$ cat src/rtl/tile_dispatcher.sv
// Tile dispatcher: fetches the coprocessor config word, then issues every
// result-tile (row, col) pair in row-major order and waits for each result.
module tile_dispatcher #(
  parameter int cell_width      = 32,
  parameter int size            = 3,
  parameter int width           = cell_width * size,
  parameter int index_width     = 8,
  parameter int memory_size_log = 8,
  parameter logic [memory_size_log-1:0] config_address = '0
) (
  input  logic                       in_clk,
  input  logic                       in_reset,
  input  logic                       in_start,
  input  logic                       in_grant,
  output logic                       out_request,
  output logic                       out_mem_read_en,
  output logic [memory_size_log-1:0] out_mem_address,
  input  logic [width-1:0]           in_mem_data,
  output logic [cell_width-1:0]      out_config,
  output logic [index_width-1:0]     out_mu,
  output logic [index_width-1:0]     out_row_index,
  output logic [index_width-1:0]     out_col_index,
  output logic                       out_index_ready,
  input  logic                       in_index_ack,
  input  logic                       in_result_ready,
  output logic [2*index_width-1:0]   out_tile_count,
  output logic                       out_done,
  output logic                       out_config_error
);

  typedef enum logic [3:0] {
    IDLE,
    REQ,
    READ,
    LATCH,
    ISSUE,
    WAIT_ACK,
    WAIT_RESULT,
    NEXT,
    DONE
  } state_t;

  localparam logic [index_width-1:0] one_idx = index_width'(1);
  localparam logic [2*index_width-1:0] one_cnt = (2*index_width)'(1);

  state_t state_q, state_d;

  logic [cell_width-1:0]    cfg_q;
  logic [index_width-1:0]   row_q, col_q;
  logic [2*index_width-1:0] tile_q;
  logic                     err_q;
  logic                     res_q;

  logic [cell_width-1:0]  mem_cfg;
  logic                   fields_zero;
  logic [index_width-1:0] mu, lambda;
  logic                   col_last, row_last, last_tile;
  logic                   res_rise;
  logic                   start_ok;
  logic                   unused_mem_hi;

  assign mem_cfg       = in_mem_data[cell_width-1:0];
  assign unused_mem_hi = ^in_mem_data[width-1:cell_width];

  // bits [31:24] of the config word carry nothing for this block
  assign fields_zero = ~|mem_cfg[23:16]
                     | ~|mem_cfg[15:8]
                     | ~|mem_cfg[7:0];

  assign mu        = cfg_q[23:16];
  assign lambda    = cfg_q[7:0];
  assign col_last  = (col_q == lambda - one_idx);
  assign row_last  = (row_q == mu - one_idx);
  assign last_tile = row_last && col_last;
  assign res_rise  = in_result_ready && !res_q;
  assign start_ok  = in_start && (state_q == IDLE || state_q == DONE);

  always_ff @(posedge in_clk or negedge in_reset) begin
    if (!in_reset) state_q <= IDLE;
    else           state_q <= state_d;
  end

  always_comb begin
    state_d         = state_q;
    out_request     = 1'b0;
    out_mem_read_en = 1'b0;
    out_mem_address = '0;
    out_index_ready = 1'b0;
    out_done        = 1'b0;
    unique case (state_q)
      IDLE: if (in_start) state_d = REQ;
      REQ: begin
        out_request = 1'b1;
        if (in_grant) state_d = READ;
      end
      READ: begin
        out_request     = 1'b1;
        out_mem_read_en = 1'b1;
        out_mem_address = config_address;
        state_d         = LATCH;
      end
      LATCH: state_d = fields_zero ? DONE : ISSUE;
      // an ack seen while the pair is first offered is taken at once
      ISSUE: begin
        out_index_ready = 1'b1;
        state_d = in_index_ack ? WAIT_RESULT : WAIT_ACK;
      end
      WAIT_ACK: begin
        out_index_ready = 1'b1;
        if (in_index_ack) state_d = WAIT_RESULT;
      end
      WAIT_RESULT: if (res_rise) state_d = NEXT;
      NEXT: state_d = last_tile ? DONE : ISSUE;
      DONE: begin
        out_done = 1'b1;
        if (in_start) state_d = REQ;
      end
      default: state_d = IDLE;
    endcase
  end

  always_ff @(posedge in_clk or negedge in_reset) begin
    if (!in_reset) begin
      cfg_q  <= '0;
      row_q  <= '0;
      col_q  <= '0;
      tile_q <= '0;
      err_q  <= 1'b0;
      res_q  <= 1'b0;
    end else begin
      res_q <= in_result_ready;
      if (start_ok) err_q <= 1'b0;
      if (state_q == LATCH) begin
        cfg_q  <= mem_cfg;
        row_q  <= '0;
        col_q  <= '0;
        tile_q <= '0;
        err_q  <= fields_zero;
      end
      if (state_q == WAIT_RESULT && res_rise)
        tile_q <= tile_q + one_cnt;
      // indices freeze on the last tile so DONE shows it
      if (state_q == NEXT && !last_tile) begin
        if (col_last) begin
          col_q <= '0;
          row_q <= row_q + one_idx;
        end else begin
          col_q <= col_q + one_idx;
        end
      end
    end
  end

  assign out_config       = cfg_q;
  assign out_mu           = cfg_q[23:16];
  assign out_row_index    = row_q;
  assign out_col_index    = col_q;
  assign out_tile_count   = tile_q;
  assign out_config_error = err_q;

endmodule

$ cat config.mk
export PLATFORM = sky130hd
export DESIGN_NAME = tile_dispatcher
export DESIGN_NICKNAME = d
export VERILOG_FILES = /design/src/rtl/tile_dispatcher.sv
export SDC_FILE = /design/constraint.sdc
export NUM_CORES = 1
export LEC_CHECK = 0
export ABC_CLOCK_PERIOD_IN_PS = 5000
export BUFFER_PORTS_ARGS = -buffer_cell sky130_fd_sc_hd__buf_2
export CAP_MARGIN = 25
export CORE_ASPECT_RATIO = 0.75
export CORE_UTILIZATION = 51
export CTS_CLUSTER_SIZE = 30
export DETAILED_ROUTE_END_ITERATION = 8
export GPL_ROUTABILITY_DRIVEN = 0
export PLACE_DENSITY = 0.87
export SYNTH_ARGS = -nofsm -noshare
export SYNTH_HDL_FRONTEND = slang
export SYNTH_SLANG_ARGS = --single-unit
export TNS_END_PERCENT = 100
$ cat constraint.sdc
create_clock -name in_clk -period 5 [get_ports in_clk]
set_input_delay 1 -clock in_clk [delete_from_list [all_inputs] [get_ports in_clk]]
set_output_delay 1 -clock in_clk [all_outputs]
set_load 0.02 [all_outputs]
# Yosys cells after proc, flatten, opt, wreduce, memory -nomap -nowiden
# Index checks and enable logic that the tools add are counted.
[op_classes]
addsub = 5
n_mul = 0
n_div = 0
n_lt_le_gt_ge = 0
n_eq_ne = 14
shifts = 0
muxes = 22
bitwise_logic = 2
reduce_logical = 22
[ops]
columns = ["op", "count"]
rows = [
  ["$mux 8", 6],
  ["$mux 16", 2],
  ["$pmux 4 s8", 1],
  ["$mux 4", 6],
  ["$reduce_or 8->1", 3],
  ["$add 16x1->16 const B", 1],
  ["$add 8x1->8 const B", 2],
  ["$eq 4x3->1 const B", 4],
  ["$eq 8x8->1", 2],
  ["$sub 8x1->8 const B", 2],
  ["$eq 4x2->1 const B", 2],
  ["$mux 1", 6],
  ["$ne 2x2->1 const B", 3],
  ["$reduce_bool 2->1", 3],
  ["$reduce_or 2->1", 3],
  ["$logic_and 1x1->1", 5],
  ["$logic_not 1->1", 5],
  ["$eq 4x1->1 const B", 1],
  ["$eq 4x4->1 const B", 1],
  ["$logic_not 4->1", 1],
  ["$reduce_and 4->1", 1],
  ["$mux 2", 1],
  ["$ne 2x1->1 const B", 1],
  ["$or 1x1->1", 2],
  ["$logic_or 1x1->1", 1],
]
[word_totals]
reg_bits = 70
latch_bits = 0
ram_bits = 0
romBits = 0
inputBits = 102
output_inout_bits = 85
elab_cells = 72
n_memories = 0

# Depth between registers and ports, before layout
# Gate-level depths: netlist of the first run.
[depth]
depth_word = 6
depth_mapped = 11
ltp_nobuf = 8

# Worst setup path before layout of the first run
# No wires, ideal clock.
[synth_timing]
kind = "reg2reg"
startpoint = "register cfg_q[16], in the netlist out_config[16]"
endpoint = "register row_q[0], in the netlist out_row_index[0]"
setup_ps = 141
arrival_ps = 2343
required_time_ps = 4859
setup_slack_ps = 2517
stages_incl_launch_ff = 12
path_buffers = 3
synth_period_minus_slack_ps = 2483
path_cell_list = "dfrtp_1 inv_1 ha_1 clkbuf_1 o21ba_2 a221oi_1 a41oi_1 a211o_1 buf_2 and3_1 buf_6 mux2i_1"
[synth_between]
elab_chain_len = 6
[synth_lines]
columns = ["item", "line_no", "source"]
rows = [
  ["start: declaration", "48", "logic [cell_width-1:0] cfg_q;"],
  ["start signal: assignment", "134", "cfg_q <= mem_cfg;"],
  ["$sub 8x1->8", "73", "assign row_last = (row_q == mu - one_idx);"],
  ["$eq 8x8->1", "73", ""],
  ["$logic_and 1x1->1", "74", "assign last_tile = row_last && col_last;"],
  ["$logic_not 1->1", "143", "if (state_q == NEXT && !last_tile) begin"],
  ["$logic_and 1x1->1", "143", ""],
  ["$mux 8", "143", ""],
  ["end signal: assignment", "146", "row_q <= row_q + one_idx;"],
  ["end: declaration", "49", "logic [index_width-1:0] row_q, col_q;"],
]
# No other way between the ends.
# A chain may end at the register's enable or synchronous reset.

# Final worst setup path of the first run
[layout_timing]
startpoint = "register cfg_q[16], in the netlist out_config[16]"
endpoint = "register col_q[2], in the netlist out_col_index[2]"
[layout_between]
elab_chain_len = 6
elab_cells_between_ends = 7
cone_classes = "add/sub (1); eq/ne (1); mux (1); reduce/logical (4)"
[layout_lines]
columns = ["item", "line_no", "source"]
rows = [
  ["$sub 8x1->8 (*)", "73", ""],
  ["$eq 8x8->1 (*)", "73", ""],
  ["$logic_and 1x1->1 (*)", "74", ""],
  ["$logic_not 1->1 (*)", "143", ""],
  ["$logic_and 1x1->1 (*)", "143", ""],
  ["$mux 8 / $reduce_bool 2->1 (equally long branches)", "--", ""],
  ["end signal: assignment", "148", "col_q <= col_q + one_idx;"],
  ["end: declaration", "49", ""],
]
# Mark *: on every way between the ends. The rest lies on a longest branch, timed or not.

==> results by group, run 1 <==
Placed design
  – Final HPWL DP: between 7000 and 8000 microns
  – PortBufs: 114

Worst setup path
  – CP max stage delay: 0.52 ns
  – Crit. End Element: flip-flop
  – CP required: roughly 5.3 ns
  – Critical path, cell by cell: inv_1 -> ha_1 -> o21ba_2 -> a221oi_1 -> a41oi_1 -> a211o_1 -> o21a_1 -> o21ai_0
  – CP max FO: 9
  – Element type at the critical path start: flip-flop
  – Critical path data arrival time: just under 3 ns
  – WP buf/inv: 1
  – WS Path Type: flip-flop to flip-flop
  – Crit-path leading delay family: compound AO/OA/AOI/OAI gates
  – Crit-path slowest cell: dfrtp_1

Die
  – Core area: between 7000 and 8000 sq um
  – Die Y: ~80 microns
  – DIE AREA: just over 8000 sq um
  – FP Rows: 27
  – # IOs: ~190
  – DIE WIDTH: roughly 100 microns
  – Initial Utilization: 53.5%

Logic synthesis
  – Post-synth EDFFs: 0
  – Register area share after synthesis: 43.9%
  – Register bit count reported by yosys: 70
  – Count leader, synth: nand2_1
  – Warnings, synthesis: 0
  – Post-synth top area cell: dfrtp_1
  – Top cells by count, synth: nand2_1, dfrtp_1, nor2_1
  – Syn Area/Cell: around 8.5 sq um
  – Synth top area share: between 40 and 50%
  – Fraction of registers with async set/reset: 100%
  – Synth Instances: 470
  – Largest cells by area after synthesis: dfrtp_1, nand2_1, buf_4, mux2i_1, o21ai_0
  – Ys flop type: dfrtp_1
  – Post-Syn Area: around 4000 sq um
  – Synth cell types: 58

Routing
  – Drc violations: 0
  – Final WL: about 10000 microns
  – Via-to-Cell Ratio: 5.65
  – Avg WL per Cell: approximately 15 microns
  – Detailed Route Iter0 Violations: 263
  – Final ANT Viol Nets: 0
  – Via Count: 3796
  – DR pass1 iterations: 5

Cells and area
  – Antenna diodes: 0
  – Area Growth Syn to Fin: 18.8%
  – Nets: 673
  – Layout cells sized above 1: about a quarter
  – Fillers: between 600 and 700

Global route
  – Grt ovf: 0
  – Total GRT Usage: between 20% and 30%
  – First-pass GRT wire length: between 15000 and 20000 microns
  – Vias in the first global route: about 3500
  – Initial antenna violation count: 0
  – Largest net degree at the start of global routing: 37

Clock network
  – Clk buf depth: 2
  – TritonCTS Sinks: 70
  – Clk Latency, worst-skew pair: between 0.3 and 0.4 ns
  – Clk root buf: clkbuf_8
  – Clk slew on worst S/H paths: approximately 0.080 ns
  – Post-cts resize count: 0
  – CTS buffer count: 9
  – H-tree levels: 3
  – Post-CTS Setup Repair Bufs: 0
  – CTS Hold Bufs: 0
  – CTS tree: built

STA
  – Final min period: 2.66 ns
  – TNS Setup: 0 ns
  – Clock Skews: 0.00860 ns
  – Fin crit share: between 50% and 60%
  – RSZ-0062 raised after global routing: false
  – Pins Over Slew Limit: 0
  – Worst rel slew slack: 31.0%
  – Slew @ Worst Pin: approximately 1 ns
  – Fmax: around 380 MHz
  – Final setup vio count: 0
  – Hold Vio Cnt, Final: 0

Power and ir drop
  – Power per cell area: around 550 nW/um^2
  – Final Power: 2.62 mW
  – Leak: between 2 and 2.5 nW
  – Peak supply drop: 0.000296 V

Status
  – Status: finished clean

Run
  – Max cap viols: 0

Worst hold path
  – Hold Crit Class: flip-flop to flip-flop
==> metrics by stage <==
step | setup WS [ns] | util, % | hold WS, ns | cell area, sq um | instances
detailed placement | 2.17 | 60.5 | 0.458 | 4520 | 656
CTS | 2.36 | 63.5 | 0.473 | 4740 | 672
floorplan | 2.52 | - | 0.584 | 4020 | 477
global placement | 2.24 | 60.5 | 0.454 | 4520 | 656
finish | 2.34 | 63.5 | 0.473 | 4740 | 672
global route | 2.20 | 63.5 | 0.509 | 4740 | 672
==> worst min-delay path, delay by kind of cell (launching register included) <==
kind | cells | cell delay (ns)
flip-flops | 1 | 0.34
AND/OR/NAND/NOR | 2 | 0.11
==> routing by layer <==
metal	global-route usage [%]	share of wire, %
met2	41.8	47
met4	9.29	1.8
met3	7.14	7.1
met1	34.7	44
met5	0	0
==> power by group <==
part / internal [mW] / switching (mW) / leakage [nW] / total (mW)
logic: 0.389 / 0.671 / 1.36 / 1.06
registers: 0.763 / 0.291 / 0.794 / 1.05
clock network: 0.296 / 0.213 / 0.113 / 0.508
==> final cells by class <==
class                           count  area [sq um]  area share (%)
Sequential cell                    70          1750            36.9
Clock inverter                      5          82.6            1.74
Inverter                           15          56.3            1.19
Tap cell                          101           126            2.66
Multi-Input combinational cell    353          1990            42.0
Timing Repair Buffer              117           593            12.5
Clock buffer                       11           141            2.98
==> state kept, by name (all words and copies together) (netlist names) <==
| signal | cells |
|---|---|
| out_config | 32 |
| out_tile_count | 16 |
| out_col_index | 8 |
| out_row_index | 8 |
| state_q | 4 |
| out_config_error | 1 |
| res_q | 1 |
==> worst paths after layout <==
kind	depth (start not counted)	endpoint	from	slack [ns]
min reg2reg	2	out_config[27]$_DFFE_PN0P_	out_config[27]$_DFFE_PN0P_	0.47
min in group asynchronous	1	out_col_index[0]$_DFFE_PN0P_	in_reset	0.73
max reg2reg	8	out_col_index[2]$_DFFE_PN0P_	out_config[16]$_DFFE_PN0P_	2.34
max in group asynchronous	2	out_config[10]$_DFFE_PN0P_	in_reset	3.31
min	2	out_config[27]$_DFFE_PN0P_	out_config[27]$_DFFE_PN0P_	0.47
max	8	out_col_index[2]$_DFFE_PN0P_	out_config[16]$_DFFE_PN0P_	2.34
==> cells in the final DEF, fill, tap and decap left out, types with 9 or more instances in the layout <==
cell type  instances
clkbuf_8          10
mux2i_1           11
nor3_1            12
inv_1             15
o21ai_0           22
dfrtp_1           70
nand3_1           13
xor2_1             9
nor2_1            26
buf_2            114
nor4_1            10
xnor2_1           11
nand2_1          124
==> logic make-up (layout without fill, tap and decap cells) <==
family / Yosys count / count (layout) / synth area share (%)
AO/OA/AOI/OAI: 77 / 77 / 13.3
XOR/XNOR: 20 / 20 / 4.39
adder cells (fa/ha/maj): 5 / 5 / 1.57
buffers and inverters: 54 / 148 / 7.02
flip-flops: 70 / 70 / 43.9
multiplexers: 11 / 11 / 2.76
other: 1 / 8 / 0.0939
AND/OR/NAND/NOR: 232 / 232 / 27.0
Note: power is estimated with default switching activity, not from simulation.
==> run 2: changes to the inputs <==
ABC_CLOCK_PERIOD_IN_PS = 2740   (was 5000)
CORE_UTILIZATION = 47   (was 51)
PLACE_DENSITY = 0.81   (was 0.87)
clock period = 2.74 ns   (was 5 ns; I/O delays follow)
==> results by group, run 2 (synthesized netlist as in run 1, its figures left out) <==
Status
  – Status: finished clean (unchanged)

Global route
  – Initial antenna violation count: 0 (unchanged)
  – Grt ovf: 0 (unchanged)
  – Total GRT Usage: 25.1% (was 26.3%)
  – Largest net degree at the start of global routing: 43 (was 37)
  – Vias in the first global route: 3550 (was 3541)
  – First-pass GRT wire length: 17300 microns (was 16900 microns)

Cells and area
  – Area Growth Syn to Fin: 24.0% (was 18.8%)
  – Final Cell Area: 4950 sq um (was 4740 sq um)
  – Reg area: 1750 sq um (unchanged)
  – Antenna diodes: 0 (unchanged)
  – Nets: 682 (was 673)
  – Commonest non-fill, non-tap cell in the layout: nand2_1 (unchanged)
  – Layout cells sized above 1: 26.6% (was 24.9%)
  – Largest register FFs: 32 (unchanged)
  – Multi-input combinational cell area: 2000 sq um (was 1990 sq um)
  – Most frequent cells in the layout: nand2_1, buf_2, dfrtp_1 (unchanged)
  – Fin cells: 685 (was 672)
  – Fillers: 715 (was 627)

Power and ir drop
  – Register share of total power: 36.2% (was 40.2%)
  – Int Power: 2.98 mW (was 1.45 mW)
  – Gate power share: 39.5% (was 40.4%)
  – Leak: 2.36 nW (was 2.27 nW)
  – Switching share of power: 43.1% (was 44.8%)
  – Power per cell area: 1060 nW/um^2 (was 553 nW/um^2)
  – Peak supply drop: 0.000501 V (was 0.000296 V)
  – Clock Power Share: 24.3% (was 19.4%)
  – Net switching power: 2.26 mW (was 1.17 mW)

Routing
  – DR pass1 iterations: 5 (unchanged)
  – Via-to-Cell Ratio: 5.65 (about the same)
  – Detailed Route Iter0 Violations: 260 (was 263)
  – Drc violations: 0 (unchanged)
  – Final ANT Viol Nets: 0 (unchanged)
  – Avg WL per Cell: 15.9 microns (was 15.2 microns)
  – Final WL: 10900 microns (was 10200 microns)
  – Via Count: 3868 (was 3796)

STA
  – Clock Skews: 0.00502 ns (was 0.00860 ns)
  – RSZ-0062 raised after global routing: false (unchanged)
  – Hold Vio Cnt, Final: 0 (unchanged)
  – TNS Setup: 0 ns (unchanged)
  – Fin crit share: 93.9% (was 53.2%)
  – Worst rel slew slack: 52.8% (was 31.0%)
  – Pins Over Slew Limit: 0 (unchanged)
  – Fmax: 389 MHz (was 376 MHz)
  – Slew @ Worst Pin: 0.705 ns (was 1.03 ns)
  – Final setup vio count: 0 (unchanged)
  – Final min period: 2.57 ns (was 2.66 ns)

Placed design
  – PortBufs: 114 (unchanged)
  – Final HPWL DP: 7770 microns (was 7420 microns)
  – Dpl cell area: 4600 sq um (was 4520 sq um)
  – Dpl cells: 669 (was 656)

Worst setup path
  – Critical path, cell by cell: inv_1 -> ha_1 -> o21ba_2 -> a221oi_1 -> a41oi_1 -> a211o_1 -> and3_1 -> mux2i_1 (was inv_1 -> ha_1 -> o21ba_2 -> a221oi_1 -> a41oi_1 -> a211o_1 -> o21a_1 -> o21ai_0)
  – Element type at the critical path start: flip-flop (unchanged)
  – CP required: 2.94 ns (was 5.25 ns)
  – WS Path Type: flip-flop to flip-flop (unchanged)
  – Crit-path slowest cell: dfrtp_1 (unchanged)
  – WP buf/inv: 1 (unchanged)
  – Crit. End Element: flip-flop (unchanged)
  – Critical path data arrival time: 2.77 ns (was 2.91 ns)
  – CP max stage delay: 0.47 ns (was 0.52 ns)
  – CP max FO: 9 (unchanged)
  – Crit-path leading delay family: compound AO/OA/AOI/OAI gates (unchanged)

Die
  – Initial Utilization: 49.5% (was 53.5%)
  – FP Rows: 28 (was 27)
  – DIE WIDTH: 108 microns (was 104 microns)
  – DIE AREA: 8870 sq um (was 8190 sq um)
  – Die Y: 81.8 microns (was 78.6 microns)
  – Core area: 8060 sq um (was 7470 sq um)
  – # IOs: 187 (unchanged)

Clock network
  – CTS tree: built (unchanged)
  – Clk buf depth: 2 (unchanged)
  – H-tree levels: 3 (unchanged)
  – Clk slew on worst S/H paths: 0.06 ns (was 0.08 ns)
  – Clk root buf: clkbuf_16 (was clkbuf_8)
  – Post-CTS Setup Repair Bufs: 0 (unchanged)
  – TritonCTS Sinks: 70 (unchanged)
  – CTS buffer count: 9 (unchanged)
  – Clk Latency, worst-skew pair: 0.33 ns (was 0.34 ns)

Run
  – Max cap viols: 0 (unchanged)

Worst hold path
  – Hold Crit Class: input pin to async pin (was flip-flop to flip-flop)
run 2: worst reg2reg max path, cell delays in order, from the launching register on:
cell and delay, ns:
dfrtp_1 0.47, inv_1 0.11, ha_1 0.30, o21ba_2 0.23
a221oi_1 0.30, a41oi_1 0.08, a211o_1 0.44, and3_1 0.34
mux2i_1 0.17
run 2: area by class of cell:
cell class                 count  share of cell area, %
clock buffer                  10                   4.83
clock inverter                 6                   1.90
inverter                      15                   1.14
multi-input combinational    353                   40.5
sequential                    70                   35.4
tap                          105                   2.65
timing repair buffer         126                   13.6
run 2: final timing paths:
| check | end | start | slack, ns | depth (start not counted) |
|---|---|---|---|---|
| max | out_row_index[0]$_DFF_PN0_ | out_config[17]$_DFFE_PN0P_ | 0.17 | 8 |
| min | out_col_index[0]$_DFFE_PN0P_ | in_reset | 0.26 | 1 |
| max reg2reg | out_row_index[0]$_DFF_PN0_ | out_config[17]$_DFFE_PN0P_ | 0.17 | 8 |
| min reg2reg | out_config[26]$_DFFE_PN0P_ | out_config[26]$_DFFE_PN0P_ | 0.47 | 2 |
| max in group asynchronous | out_col_index[7]$_DFFE_PN0P_ | in_reset | 1.82 | 2 |
| min in group in_clk | res_q$_DFF_PN0_ | in_result_ready | 0.34 | 1 |
run 2: per-stage QoR:
| step | hold slack [ns] | power [mW] | util (%) | setup WS (ns) |
|---|---|---|---|---|
| 6_report | 0.258 | 5.23 | 61.4 | 0.168 |
| 5_1_grt | 0.311 | 5.53 | 61.4 | 0.00761 |
| 2_1_floorplan | 0.252 | 3.22 | - | 0.257 |
| 4_1_cts | 0.281 | 5.22 | 61.3 | 0.202 |
| 3_5_place_dp | 0.462 | 3.93 | 57.1 | 0.227 |
| 3_3_place_gp | 0.454 | 3.82 | 57.1 | 0.309 |
run 2: timing repair:
action                                  CTS  global route
resized for setup                         0             2
endpoints found under the setup margin    0             1
hold buffers                              0             0
run 2: power by group through the flow:
stage	Sequential, mW	Clock [mW]	Combinational [mW]
global route	1.95	1.33	2.25
finish	1.90	1.27	2.07
global placement	1.85	0	1.98
CTS	1.88	1.29	2.06
floorplan	2.20	0	1.02
detailed placement	1.88	0	2.05
run 2: per-layer routing:
layer  track usage (%)  vias up  part of all wire [%]
met3              6.27       20                   7.3
met5                 0        -                     0
li1                  -     1808                     -
met2              39.1      170                    47
met1              34.8     1870                    44
met4              7.16        0                   1.5
